$ cat config.mk
export PLATFORM = sky130hd
export DESIGN_NAME = midi_note_rx
export DESIGN_NICKNAME = d
export VERILOG_FILES = /design/src/rtl/midi_pkg.sv /design/src/rtl/midi_uart_rx.sv /design/src/rtl/midi_note_rx.sv
export SDC_FILE = /design/constraint.sdc
export NUM_CORES = 1
export LEC_CHECK = 0
export CAP_MARGIN = 20
export CORE_MARGIN = 4
export CORE_UTILIZATION = 35
export DETAILED_ROUTE_END_ITERATION = 8
export PLACE_DENSITY = 0.56
export SYNTH_ARGS = -nofsm -noshare
export SYNTH_HDL_FRONTEND = slang
export SYNTH_HIERARCHICAL = 1
export SYNTH_SLANG_ARGS = --single-unit
$ cat constraint.sdc
create_clock -name clk -period 3 [get_ports clk]
set_clock_uncertainty 0.2 [all_clocks]
set_input_delay 0.3 -clock clk [delete_from_list [all_inputs] [get_ports clk]]
set_output_delay 0.3 -clock clk [all_outputs]
set_load 0.01 [all_outputs]
$ cat src/rtl/midi_pkg.sv
// ---------------------------------------------------------------------------
// midi_pkg
// Shared constants, state encodings and helpers for the MIDI note receiver.
// Revision: 1.0
// ---------------------------------------------------------------------------
`default_nettype none

package midi_pkg;

    // Status nibbles of the two channel messages this receiver acts on
    localparam logic [3:0] ST_NOTE_OFF  = 4'h8;
    localparam logic [3:0] ST_NOTE_ON   = 4'h9;

    // Bytes at or above this value are system realtime and never disturb parsing
    localparam logic [7:0] REALTIME_MIN = 8'hF8;

    // Message parser states
    typedef enum logic [1:0] {
        P_IDLE  = 2'd0,
        P_DATA1 = 2'd1,
        P_DATA2 = 2'd2,
        P_SKIP  = 2'd3
    } parser_state_t;

    // Serial receiver states
    typedef enum logic [1:0] {
        U_IDLE  = 2'd0,
        U_START = 2'd1,
        U_DATA  = 2'd2,
        U_STOP  = 2'd3
    } uart_state_t;

    // True for Note Off (0x8n) and Note On (0x9n) status bytes
    function automatic logic is_note_status(input logic [7:0] b);
        return (b[7:4] == ST_NOTE_OFF) || (b[7:4] == ST_NOTE_ON);
    endfunction

endpackage

`default_nettype wire

$ cat src/rtl/midi_uart_rx.sv
// ---------------------------------------------------------------------------
// midi_uart_rx
// Two-flop synchronizer plus 8N1 receiver. Emits a one-cycle byte strobe for
// a good stop bit, or a one-cycle frame-error strobe for a low stop bit.
// Revision: 1.0
// ---------------------------------------------------------------------------
`default_nettype none

module midi_uart_rx
    import midi_pkg::*;
#(
    parameter int BIT_DIV = 3200
) (
    input  logic       clk,
    input  logic       rst_n,
    input  logic       rx,
    output logic [7:0] data,
    output logic       byte_stb,
    output logic       frame_err
);

    localparam int             CW        = (BIT_DIV > 1) ? $clog2(BIT_DIV) : 1;
    localparam logic [CW-1:0]  BIT_LAST  = CW'(BIT_DIV - 1);
    localparam logic [CW-1:0]  HALF_LAST = CW'(BIT_DIV / 2 - 1);

    logic          sync1;
    logic          sync2;
    logic          sync_prev;
    uart_state_t   state;
    logic [CW-1:0] cnt;
    logic [2:0]    bit_idx;
    logic [7:0]    shift;

    // Bring the asynchronous line into the clock domain; keep one extra stage for edge detection
    always_ff @(posedge clk or negedge rst_n) begin
        if (!rst_n) begin
            sync1     <= 1'b1;
            sync2     <= 1'b1;
            sync_prev <= 1'b1;
        end else begin
            sync1     <= rx;
            sync2     <= sync1;
            sync_prev <= sync2;
        end
    end

    // Receiver: after the start edge, wait half a bit, then sample every full bit at mid-bit
    always_ff @(posedge clk or negedge rst_n) begin
        if (!rst_n) begin
            state     <= U_IDLE;
            cnt       <= '0;
            bit_idx   <= 3'd0;
            shift     <= 8'h00;
            data      <= 8'h00;
            byte_stb  <= 1'b0;
            frame_err <= 1'b0;
        end else begin
            byte_stb  <= 1'b0;
            frame_err <= 1'b0;
            case (state)
                U_IDLE: begin
                    if (sync_prev && !sync2) begin
                        cnt   <= '0;
                        state <= U_START;
                    end
                end
                U_START: begin
                    if (cnt == HALF_LAST) begin
                        cnt <= '0;
                        // A line already back high at mid-start is a glitch
                        if (sync2) begin
                            state <= U_IDLE;
                        end else begin
                            bit_idx <= 3'd0;
                            state   <= U_DATA;
                        end
                    end else begin
                        cnt <= cnt + 1'b1;
                    end
                end
                U_DATA: begin
                    if (cnt == BIT_LAST) begin
                        cnt   <= '0;
                        shift <= {sync2, shift[7:1]};
                        if (bit_idx == 3'd7) begin
                            state <= U_STOP;
                        end else begin
                            bit_idx <= bit_idx + 3'd1;
                        end
                    end else begin
                        cnt <= cnt + 1'b1;
                    end
                end
                U_STOP: begin
                    if (cnt == BIT_LAST) begin
                        cnt   <= '0;
                        state <= U_IDLE;
                        if (sync2) begin
                            data     <= shift;
                            byte_stb <= 1'b1;
                        end else begin
                            frame_err <= 1'b1;
                        end
                    end else begin
                        cnt <= cnt + 1'b1;
                    end
                end
                default: state <= U_IDLE;
            endcase
        end
    end

endmodule

`default_nettype wire

$ cat src/rtl/midi_note_rx.sv
// ---------------------------------------------------------------------------
// midi_note_rx
// MIDI receiver that decodes Note On / Note Off (with running status) into a
// monophonic last-note-priority note for the oscillator.
// Optional macro MIDI_CHANNEL_FILTER_EN: act only on messages for CHANNEL;
// when undefined, all 16 channels are accepted.
// Revision: 1.0
// ---------------------------------------------------------------------------
`default_nettype none

module midi_note_rx
    import midi_pkg::*;
#(
    parameter int CLK_FREQ = 100000000,
    parameter int BAUD     = 31250,
    parameter int CHANNEL  = 0
) (
    input  logic       clk,
    input  logic       rst_n,
    input  logic       midi_in,
    output logic [6:0] note_num,
    output logic [6:0] velocity,
    output logic       gate,
    output logic       note_stb,
    output logic       frame_err
);

    localparam int         BIT_DIV = CLK_FREQ / BAUD;
    localparam logic [3:0] CH      = 4'(CHANNEL);
`ifdef MIDI_CHANNEL_FILTER_EN
    localparam logic       OMNI    = 1'b0;
`else
    localparam logic       OMNI    = 1'b1;
`endif

    logic [7:0]    rx_byte;
    logic          byte_stb;
    parser_state_t state;
    logic [7:0]    rs_status;
    logic          rs_valid;
    logic [6:0]    key;
    logic          ch_ok;

    midi_uart_rx #(
        .BIT_DIV (BIT_DIV)
    ) u_uart (
        .clk       (clk),
        .rst_n     (rst_n),
        .rx        (midi_in),
        .data      (rx_byte),
        .byte_stb  (byte_stb),
        .frame_err (frame_err)
    );

    assign ch_ok = OMNI || (rs_status[3:0] == CH);

    // Parser plus note registers; a completed message updates the outputs on the strobe edge
    always_ff @(posedge clk or negedge rst_n) begin
        if (!rst_n) begin
            state     <= P_IDLE;
            rs_status <= 8'h00;
            rs_valid  <= 1'b0;
            key       <= 7'd0;
            note_num  <= 7'd0;
            velocity  <= 7'd0;
            gate      <= 1'b0;
            note_stb  <= 1'b0;
        end else begin
            note_stb <= 1'b0;
            if (byte_stb) begin
                if (rx_byte >= REALTIME_MIN) begin
                    // Realtime bytes are transparent to the message stream
                end else if (rx_byte[7]) begin
                    // Any status aborts a partial message
                    if (is_note_status(rx_byte)) begin
                        rs_status <= rx_byte;
                        rs_valid  <= 1'b1;
                        state     <= P_DATA1;
                    end else begin
                        rs_valid <= 1'b0;
                        state    <= P_SKIP;
                    end
                end else begin
                    case (state)
                        P_IDLE: begin
                            if (rs_valid) begin
                                key   <= rx_byte[6:0];
                                state <= P_DATA2;
                            end
                        end
                        P_DATA1: begin
                            key   <= rx_byte[6:0];
                            state <= P_DATA2;
                        end
                        P_DATA2: begin
                            state <= P_IDLE;
                            if (ch_ok) begin
                                if ((rs_status[7:4] == ST_NOTE_ON) && (rx_byte[6:0] != 7'd0)) begin
                                    note_num <= key;
                                    velocity <= rx_byte[6:0];
                                    gate     <= 1'b1;
                                    note_stb <= 1'b1;
                                end else if (gate && (key == note_num)) begin
                                    gate <= 1'b0;
                                end
                            end
                        end
                        P_SKIP: begin
                            state <= P_SKIP;
                        end
                        default: state <= P_IDLE;
                    endcase
                end
            end
        end
    end

endmodule

`default_nettype wire

==> results of run 1 <==
cell type report:
class,instances,share of cell area [%]
clock buffer,9,3.436
timing repair buffer,24,6.595
tap,105,3.645
multi-input combinational,161,36.10
sequential,68,47.31
clock inverter,7,2.083
inverter,8,0.8330
where the power goes:
| group | leakage (µW) | switching (µW) | internal, µW |
|---|---|---|---|
| Clock | 0.0000923 | 368 | 388 |
| Sequential | 0.000937 | 21.5 | 943 |
| Combinational | 0.000627 | 145 | 70.2 |
| Total | 0.00166 | 535 | 1400 |
metal layers:
metal  wire, µm  GRT usage [%]  up-vias
met5          0              0        -
met4         61          3.885        0
met3        218          4.132        7
met2       2349          16.35       27
met1       2709          15.62      944
li1           -              -      946
sequential cells by signal, indices dropped and copies added (netlist names), named ones only:
signal / count
u_uart/cnt: 12
u_uart/data: 8
u_uart/shift: 8
key: 7
note_num: 7
velocity: 7
rs_status: 4
u_uart/bit_idx: 3
state: 2
gate: 1
note_stb: 1
rs_valid: 1
u_uart/byte_stb: 1
u_uart/frame_err: 1
u_uart/state: 1
u_uart/sync1: 1
u_uart/sync2: 1
u_uart/sync_prev: 1
metrics by stage:
stage          setup slack [ns]  std cells  hold slack [ns]  area [µm²]  utilization [%]
5_1_grt                  0.3685        382           0.1414        3605            43.01
3_3_place_gp             0.5784        365           0.1473        3396            40.51
6_report                 0.5041        382           0.1600        3605            43.01
3_5_place_dp             0.5231        365           0.1477        3396            40.51
2_1_floorplan            0.8618        242          -0.1956        3078                -
4_1_cts                  0.5029        382           0.1463        3605            43.01
cell usage in the layout (no fill, tap or decap), types with 2 or more instances in the layout:
cell / count
buf_4: 3
and2_1: 3
o21ai_0: 13
nand2_1: 22
a21oi_1: 3
dfrtp_1: 65
nor4_1: 4
nor2b_1: 3
mux2_4: 8
nand3_1: 6
o2bb2ai_1: 3
nand4_1: 4
or2_2: 3
o21a_1: 3
o31ai_1: 2
clkbuf_8: 9
inv_6: 2
inv_1: 8
nor3_1: 4
xnor2_1: 9
clkinvlp_4: 3
and4bb_2: 2
mux2_2: 32
ha_1: 3
o211ai_1: 5
nor2_1: 8
clkdlybuf4s50_1: 18
dfstp_2: 3
worst reg2reg max path: stages, from the launching register on:
cell and delay (ns):
dfrtp_1 0.39, ha_1 0.27, nand2_1 0.09, or4_1 0.81, nor2_8 0.26, mux2_2 0.36
cells by family after synthesis:
logic type,Yosys count,synth area share (%)
xor+xnor,9,2.561
mux,41,15.94
buf+inv,13,2.317
fa+ha+maj,3,1.220
compound gates,38,8.903
flops,68,55.41
simple gates,70,13.66
synth_stat cells (2+ instances only):
master / instances
and4bb_2: 2
ha_1: 3
o31ai_1: 2
buf_6: 3
o211ai_1: 5
mux2_2: 32
xnor2_1: 9
nor3_1: 4
or2_2: 3
dfrtp_1: 65
nor2b_1: 3
nand4_1: 4
o21ai_0: 13
mux2_4: 8
o2bb2ai_1: 3
nor4_1: 4
a21oi_1: 3
and2_1: 3
inv_1: 8
nand2_1: 22
clkbuf_1: 2
dfstp_2: 3
nand3_1: 6
nor2_1: 8
o21a_1: 3
what timing repair did:
item,in CTS,in global routing
hold endpoints to repair,65,0
setup endpoints to repair,0,0
hold buffers,1,0
worst min path at each step:
stage,depth (start not counted),from,end
final,0,u_uart/sync1$_DFF_PN1_,u_uart/sync2$_DFF_PN1_
after global routing,1,midi_in,u_uart/sync1$_DFF_PN1_
after CTS,1,midi_in,u_uart/sync1$_DFF_PN1_
after detailed placement,2,rst_n,note_num[1]$_DFFE_PN0P_
after global placement,2,rst_n,note_num[1]$_DFFE_PN0P_
after floorplan,0,rst_n,gate$_DFFE_PN0P_
==> out/metrics.yaml, run 1 <==
die_x_um: 101.8
path_clk_slew_ns: 0.08
final_hold_viol_count: 0
period_needed_ns: 2.496
drv_cap: 0
die-area_mm2: 0.01036
timing.final.crit_share_pct: 83.20
slew_viol_final: 0
drive_above_1_share_pct: 28.52
wl_per_cell_um: 13.98
syn2layout_area_growth_pct: 17.11
yosysUniqueCellTypes: 46
clockBufferDepth: 2
multi_input_area_mm2: 0.001301
yosysTopAreaCell: "dfrtp_1"
rr_endpoint: "u_uart/shift[2]$_DFFE_PN0P_"
ctsResizeCount: 0
cp.required_ns: 3.03
firstDrtPassIters: 4
synth-edff-count: 0
register_area_mm2: 0.001705
worstPathBufferInverterCount: 0
ant_nets: 0
cts.sinks: 68
slowest_stage: "or4_1"
antenna_found_initial: 0
r2r_start: "u_uart/cnt[0]$_DFFE_PN0P_"
cp_cell_sequence: "ha_1, nand2_1, or4_1, nor2_8, mux2_2"
p_leak_uw: 0.001656
synth.area.top_cells: "dfrtp_1 53%, mux2_2 12%, mux2_4 3.9%"
nFillCells: 788
synth_seq_cells: 68
antennaDiodeCount: 0
drc_errors: 0
core_area_mm2: 0.008382
cp.depth: 5
die_height_um: 101.8
clock.fmax_mhz: 400.7
syn_area_mm2: 0.003078
layout.nets: 278
rsz0062_at_grt: "false"
io_buffers: 19
hp-class: "flip-flop to flip-flop"
grt_pass1_wl_um: 9094
synthCells: 242
grt_pass1_vias: 1865
peakVddDrop_v: 0.0002631
power.total_uw: 1935
vias: 1924
cts_root_buf: "clkbuf_8"
slew-limit-headroom_pct: 61.78
worst_slew_pin_slew_ns: 0.5733
clk_latency_ns: 0.34
grtUsageTotal_pct: 11.29
grt_overflow: 0
grt_max_degree: 69
regToRegSetupSlack_ns: 0.50
cp_max_fo: 8
mappedNetlistNets: 248
via_per_inst: 5.037
hpwl_um: 3627
cts_setup_buffers: 0
cts_tree: "built"
powerDensity_mw_per_mm2: 536.8
syn_avg_cell_area_um2: 12.72
yosysSeqAreaShare_pct: 55.41
status: "completed"
critical_path_arrival_ns: 2.52
slowest_delay_ns: 0.81
ys.warnings.count: 6
num_io_pins: 20
gp_congestion: 0.7884
wirelength_um: 5339
path_class: "flip-flop to flip-flop"
ff2ff_path_depth: 5
worstSetupEndpointType: "flip-flop"
row_count: 33
endpoint: "u_uart/shift[2]$_DFFE_PN0P_"
ys_async_sr_fraction_pct: 100.0
drt-initial-drc-count: 53
setup_viol: 0
fin_setup_tns_ns: 0
h-tree-depth: 3
start_util_pct: 36.72
startpoint: "u_uart/cnt[0]$_DFFE_PN0P_"
path_delay_family: "simple AND/OR/NAND/NOR gates"
numCtsBuffers: 9
ys.flop_type: "dfrtp_1"
startpoint_type: "flip-flop"
synth_top_area_share_pct: 52.85
(Power assumes the default switching activity.)
==> inputs of run 2 (changes only) <==
PLACE_DENSITY = 0.58   (was 0.56)
clock period = 2.1 ns   (was 3 ns; I/O delays follow)
==> run 2 against run 1 <==
  * Die area stayed put
  * Sequential share of layout area fell by 4.0 points
  * Worst hold slack lost 0.091 ns
==> out/metrics.yaml, run 2 (same netlist as run 1, synthesis figures left out) <==
nFillCells: 749  # -4.9%
p_comb_share_pct: 14.1  # +3.0 points
slowest_stage: "or4_4"
path_delay_family: "simple AND/OR/NAND/NOR gates"
numCtsBuffers: 9  # unchanged
worst_slew_pin_slew_ns: 0.5114  # -0.06192 ns
p_leak_uw: 0.001837  # +11%
setup_viol: 0  # unchanged
firstDrtPassIters: 4  # unchanged
cts_root_buf: "clkbuf_8"
drive_above_1_share_pct: 35.76  # +7.2 points
timing.hold.ws_ns: 0.06931  # -0.09066 ns
syn2layout_area_growth_pct: 27.97
regToRegSetupSlack_ns: 0.02  # -0.48 ns
wl_per_cell_um: 15.05  # +7.7%
gp_congestion: 0.7850  # -0.43%
antenna_found_initial: 0  # unchanged
cts_tree: "built"
die-area_mm2: 0.01036  # unchanged
row_count: 33  # unchanged
reg_top3: "u_uart/cnt (12), u_uart/data (8), u_uart/shift (8)"
core_area_mm2: 0.008382  # unchanged
peakVddDrop_v: 0.0004436  # +69%
num_io_pins: 20  # unchanged
path_clk_slew_ns: 0.07  # about the same
clock.fmax_mhz: 481.4  # +20%
timing.final.crit_share_pct: 98.92  # +16 points
clockBufferDepth: 2  # unchanged
die_x_um: 101.8  # unchanged
p_int_uw: 2483  # +77%
post_dp_cell_area_mm2: 0.003571  # +5.2%
rr_endpoint: "u_uart/state[0]$_DFFE_PN0P_"
sw_frac_of_total_pct: 23.90  # -3.7 points
antennaDiodeCount: 0  # unchanged
critical_path_arrival_ns: 2.11  # -0.41 ns
powerDensity_mw_per_mm2: 828.4  # +54%
final_common_cell: "dfrtp_1"
worstSetupEndpointType: "flip-flop"
register_area_mm2: 0.001705  # unchanged
cp_cell_sequence: "ha_2, nand2_2, or4_4, buf_4, o21ai_4, mux2_4"
grt_pass1_vias: 2148  # +15%
min_from: "midi_in"
grtUsageTotal_pct: 13.39  # +2.1 points
drt-initial-drc-count: 63  # +19%
startpoint_type: "flip-flop"
grt_max_degree: 32  # -54%
hpwl_um: 4249  # +17%
drc_errors: 0  # unchanged
clk_latency_ns: 0.35  # about the same
worstPathBufferInverterCount: 1  # +1
power_frac_seq_pct: 41.9  # -7.9 points
holdPathStages: 1  # +1
vias: 2054  # +6.8%
die_height_um: 101.8  # unchanged
cp.required_ns: 2.13  # -0.90 ns
drv_cap: 0  # unchanged
wirelength_um: 6124  # +15%
io_buffers: 19  # unchanged
min_to: "u_uart/sync1$_DFF_PN1_"
ant_nets: 0  # unchanged
ff2ff_path_depth: 6  # +1
final_hold_viol_count: 0  # unchanged
post-route-util_pct: 46.99  # +4.0 points
hp-class: "input port to flip-flop"
h-tree-depth: 3  # unchanged
stdcell_area_mm2: 0.003939  # +9.3%
power.switching_uw: 779.9  # +46%
start_util_pct: 36.72  # unchanged
slew-limit-headroom_pct: 65.91  # +4.1 points
cts.sinks: 68  # unchanged
via_per_inst: 5.047  # +0.20%
grt_overflow: 0  # unchanged
multi_input_area_mm2: 0.001378  # +5.9%
path_class: "flip-flop to flip-flop"
power.share.clock_pct: 44.0  # +5.0 points
top_register: "u_uart/cnt"
cp_max_fo: 5  # -3
layout.nets: 303  # +9.0%
layout_common_cells: "65 x dfrtp_1, 27 x buf_4, 23 x mux2_2"
slew_viol_final: 0  # unchanged
slowest_delay_ns: 0.60  # -0.21 ns
rsz0062_at_grt: "true"
period_needed_ns: 2.077  # -0.4185 ns
r2r_start: "u_uart/cnt[0]$_DFFE_PN0P_"
largest_register_ff_count: 12  # unchanged
grt_pass1_wl_um: 10660  # +17%
status: "completed"
## run 2: timing repair
action / 4_1_cts / 5_1_grt
endpoints found under the setup margin: 9 / 20
gates resized for setup: 15 / 3
buffers inserted: 3 / 0
pin swaps: 3 / 4
hold buffers: 1 / 0
endpoints found under the hold margin: 20 / 0
## run 2: layer usage
metal  routed length [µm]  vias up  track usage [%]
met3                  215        9            4.752
met2                 2855       34            20.57
li1                     -      987                -
met1                 2975     1024            17.45
met4                   77        0            4.908
met5                    0        -                0
## run 2: how the worst max path moves through the flow
stage	start	endpoint	slack, ns	cells past startpoint
finish	u_uart/cnt[0]$_DFFE_PN0P_	u_uart/state[0]$_DFFE_PN0P_	0.02	6
global route	u_uart/cnt[1]$_DFFE_PN0P_	u_uart/state[0]$_DFFE_PN0P_	-0.03	6
CTS	u_uart/cnt[1]$_DFFE_PN0P_	u_uart/shift[2]$_DFFE_PN0P_	-0.04	6
detailed placement	u_uart/cnt[8]$_DFFE_PN0P_	u_uart/shift[2]$_DFFE_PN0P_	-0.03	5
global placement	u_uart/cnt[8]$_DFFE_PN0P_	u_uart/shift[6]$_DFFE_PN0P_	-0.02	5
floorplan	u_uart/cnt[8]$_DFFE_PN0P_	u_uart/shift[0]$_DFFE_PN0P_	-0.03	5
## run 2: power groups by stage
| stage | clock, µW | combinational, µW | sequential (µW) |
|---|---|---|---|
| finish | 1440 | 460 | 1370 |
| global route | 1530 | 508 | 1370 |
| CTS | 1460 | 454 | 1370 |
| detailed placement | 0 | 411 | 1390 |
| global placement | 0 | 397 | 1390 |
| floorplan | 0 | 217 | 1400 |
## run 2: through the flow
| step | setup WS, ns | cells | power, µW | TNS (ns) |
|---|---|---|---|---|
| global placement | -0.02371 | 388 | 1787 | -0.1863 |
| CTS | -0.04140 | 408 | 3284 | -0.2750 |
| finish | 0.02266 | 407 | 3263 | 0 |
| floorplan | -0.02590 | 242 | 1616 | -0.2072 |
| global route | -0.03165 | 407 | 3411 | -0.3972 |
| detailed placement | -0.03402 | 388 | 1803 | -0.2251 |
## run 2: area by class of cell
cell class | instances | share of cell area (%)
Sequential cell | 68 | 43.30
Multi-Input combinational cell | 161 | 34.97
Timing Repair Buffer | 49 | 10.90
Clock buffer | 12 | 3.685
Tap cell | 105 | 3.335
Clock inverter | 4 | 3.050
Inverter | 8 | 0.7624
==> inputs of run 3 (changes only) <==
CORE_UTILIZATION = 37   (was 35)
PLACE_DENSITY = 0.6   (was 0.58)
==> run 3 against run 2 <==
  * Fmax up 0.43%
  * Sequential share of layout area up 0.29 points
  * Via count up 1.7%
  * Utilization up 1.1 points
  * Critical path type unchanged
  * Highest routed layer unchanged
==> out/metrics.yaml, run 3 (same netlist as run 1, synthesis figures left out) <==
timing.final.crit_share_pct: 98.50  # -0.42 points
drv_cap: 0  # unchanged
drt-initial-drc-count: 77  # +22%
row_count: 33  # unchanged
peakVddDrop_v: 0.0003957  # -11%
hpwl_um: 4075  # -4.1%
firstDrtPassIters: 4  # unchanged
antennaDiodeCount: 0  # unchanged
final_hold_viol_count: 0  # unchanged
final_common_cell: "dfrtp_1"
die-area_mm2: 0.009842  # -5.0%
drc_errors: 0  # unchanged
post_dp_cell_area_mm2: 0.003563  # -0.21%
die_x_um: 99.21  # -2.5%
grt.met2_usage_pct: 21.13  # +0.55 points
slew-limit-headroom_pct: 68.03  # +2.1 points
worst_slew_pin_slew_ns: 0.4795  # -0.03182 ns
antenna_found_initial: 0  # unchanged
grt_pass1_wl_um: 10320  # -3.2%
num_io_pins: 20  # unchanged
grt_pass1_vias: 2170  # +1.0%
grtUsageTotal_pct: 13.02  # -0.37 points
cts_root_buf: "clkbuf_8"
cts.sinks: 68  # unchanged
cp_max_fo: 8  # +3
wl_per_cell_um: 14.58  # -3.1%
final_cells: 407  # unchanged
clockBufferDepth: 2  # unchanged
rsz0062_at_grt: "true"
critical_path_arrival_ns: 2.09  # -0.02 ns
startpoint_type: "flip-flop"
gp_congestion: 0.7537  # -4.0%
hp-class: "input port to flip-flop"
powerDensity_mw_per_mm2: 775.8  # -6.4%
largest_register_ff_count: 12  # unchanged
cp.required_ns: 2.12  # about the same
reg_top3: "u_uart/cnt (12), u_uart/data (8), u_uart/shift (8)"
ant_nets: 0  # unchanged
vias: 2088  # +1.7%
layout.nets: 303  # unchanged
worstSetupEndpointType: "flip-flop"
stdcell_area_mm2: 0.003913  # -0.67%
drive_above_1_share_pct: 36.75  # +0.99 points
path_class: "flip-flop to flip-flop"
grt.busiest_layer: "met2"
layout_common_cells: "65 x dfrtp_1, 26 x buf_4, 23 x mux2_2"
path_clk_slew_ns: 0.08  # about the same
grt_max_degree: 69  # +120%
clock.fmax_mhz: 483.4  # +0.43%
die_height_um: 99.21  # -2.5%
core_area_mm2: 0.008134  # -3.0%
via_per_inst: 5.130  # +1.7%
io_buffers: 19  # unchanged
h-tree-depth: 3  # unchanged
syn2layout_area_growth_pct: 27.11
slew_viol_final: 0  # unchanged
setup_viol: 0  # unchanged
status: "completed"
start_util_pct: 37.84  # +1.1 points
top_register: "u_uart/cnt"
p_leak_uw: 0.001821  # -0.91%
dp.cells: 387  # -0.26%
cts_tree: "built"
wirelength_um: 5936  # -3.1%
power.total_uw: 3035  # -7.0%
clk_latency_ns: 0.34  # about the same
grt_overflow: 0  # unchanged
numCtsBuffers: 9  # unchanged
regToRegSetupSlack_ns: 0.03  # about the same
grt_util_met3_pct: 3.647  # -1.1 points
grt_use_met1_pct: 16.34  # -1.1 points
period_needed_ns: 2.069  # -0.008825 ns
==> run 3: routing by layer <==
| metal | vias to the layer above | part of all wire, % |
|---|---|---|
| met5 | - | 0 |
| met4 | 0 | 1.5 |
| met3 | 12 | 4.4 |
| met2 | 40 | 48 |
| met1 | 1045 | 46 |
| li1 | 991 | - |
==> run 3: worst max-delay path, cell delays in order, from the launching register on <==
cell and delay (ns):
dfrtp_1 0.36, ha_2 0.19, nand2_2 0.06, or4_4 0.60, nor2_8 0.21, mux2_4 0.32
==> run 3: final timing paths <==
kind	start	endpoint	depth (start not counted)
hold reg to reg	u_uart/sync1$_DFF_PN1_	u_uart/sync2$_DFF_PN1_	0
setup reg to reg	u_uart/cnt[0]$_DFFE_PN0P_	u_uart/shift[0]$_DFFE_PN0P_	5
min in group asynchronous	rst_n	note_num[2]$_DFFE_PN0P_	3
setup / recovery	u_uart/cnt[0]$_DFFE_PN0P_	u_uart/shift[0]$_DFFE_PN0P_	5
max in group asynchronous	rst_n	u_uart/sync_prev$_DFF_PN1_	3
hold / removal	midi_in	u_uart/sync1$_DFF_PN1_	1
==> run 3: timing repair <==
action                     in CTS  in global routing
setup endpoints to repair       8                 31
hold endpoints to repair       68                  0
pin swaps                       3                  1
setup buffers                   3                  1
cloned                          0                  0
gates resized for setup        12                  7
hold buffers                    1                  0
==> run 3: where the power goes <==
part	switching, µW	leakage [µW]	total [µW]	internal [µW]
Clock	536	0.000110	1210	677
Combinational	264	0.000774	456	192
Sequential	20.7	0.000937	1370	1350
Total	820	0.00182	3040	2220
==> run 3: layout make-up <==
| type | instances | area (µm²) |
|---|---|---|
| clock buffers | 9 | 123.9 |
| clock inverters | 7 | 98.84 |
| fillers | 710 | 4222 |
| inverters | 8 | 30.03 |
| multi-input cells | 161 | 1381 |
| flip-flops and latches | 68 | 1705 |
| well taps | 105 | 131.4 |
| repair buffers | 49 | 441.7 |
==> run 3: metrics by stage <==
stage	hold slack (ns)	worst slack (ns)	util [%]	setup TNS, ns
global placement	0.05949	-0.03015	43.81	-0.2298
global route	0.04650	-0.02341	48.10	-0.1436
finish	0.06271	0.03149	48.10	0
floorplan	-0.2856	-0.02590	-	-0.2072
CTS	0.04582	-0.02987	47.62	-0.1627
detailed placement	0.06368	-0.05399	43.81	-0.3478
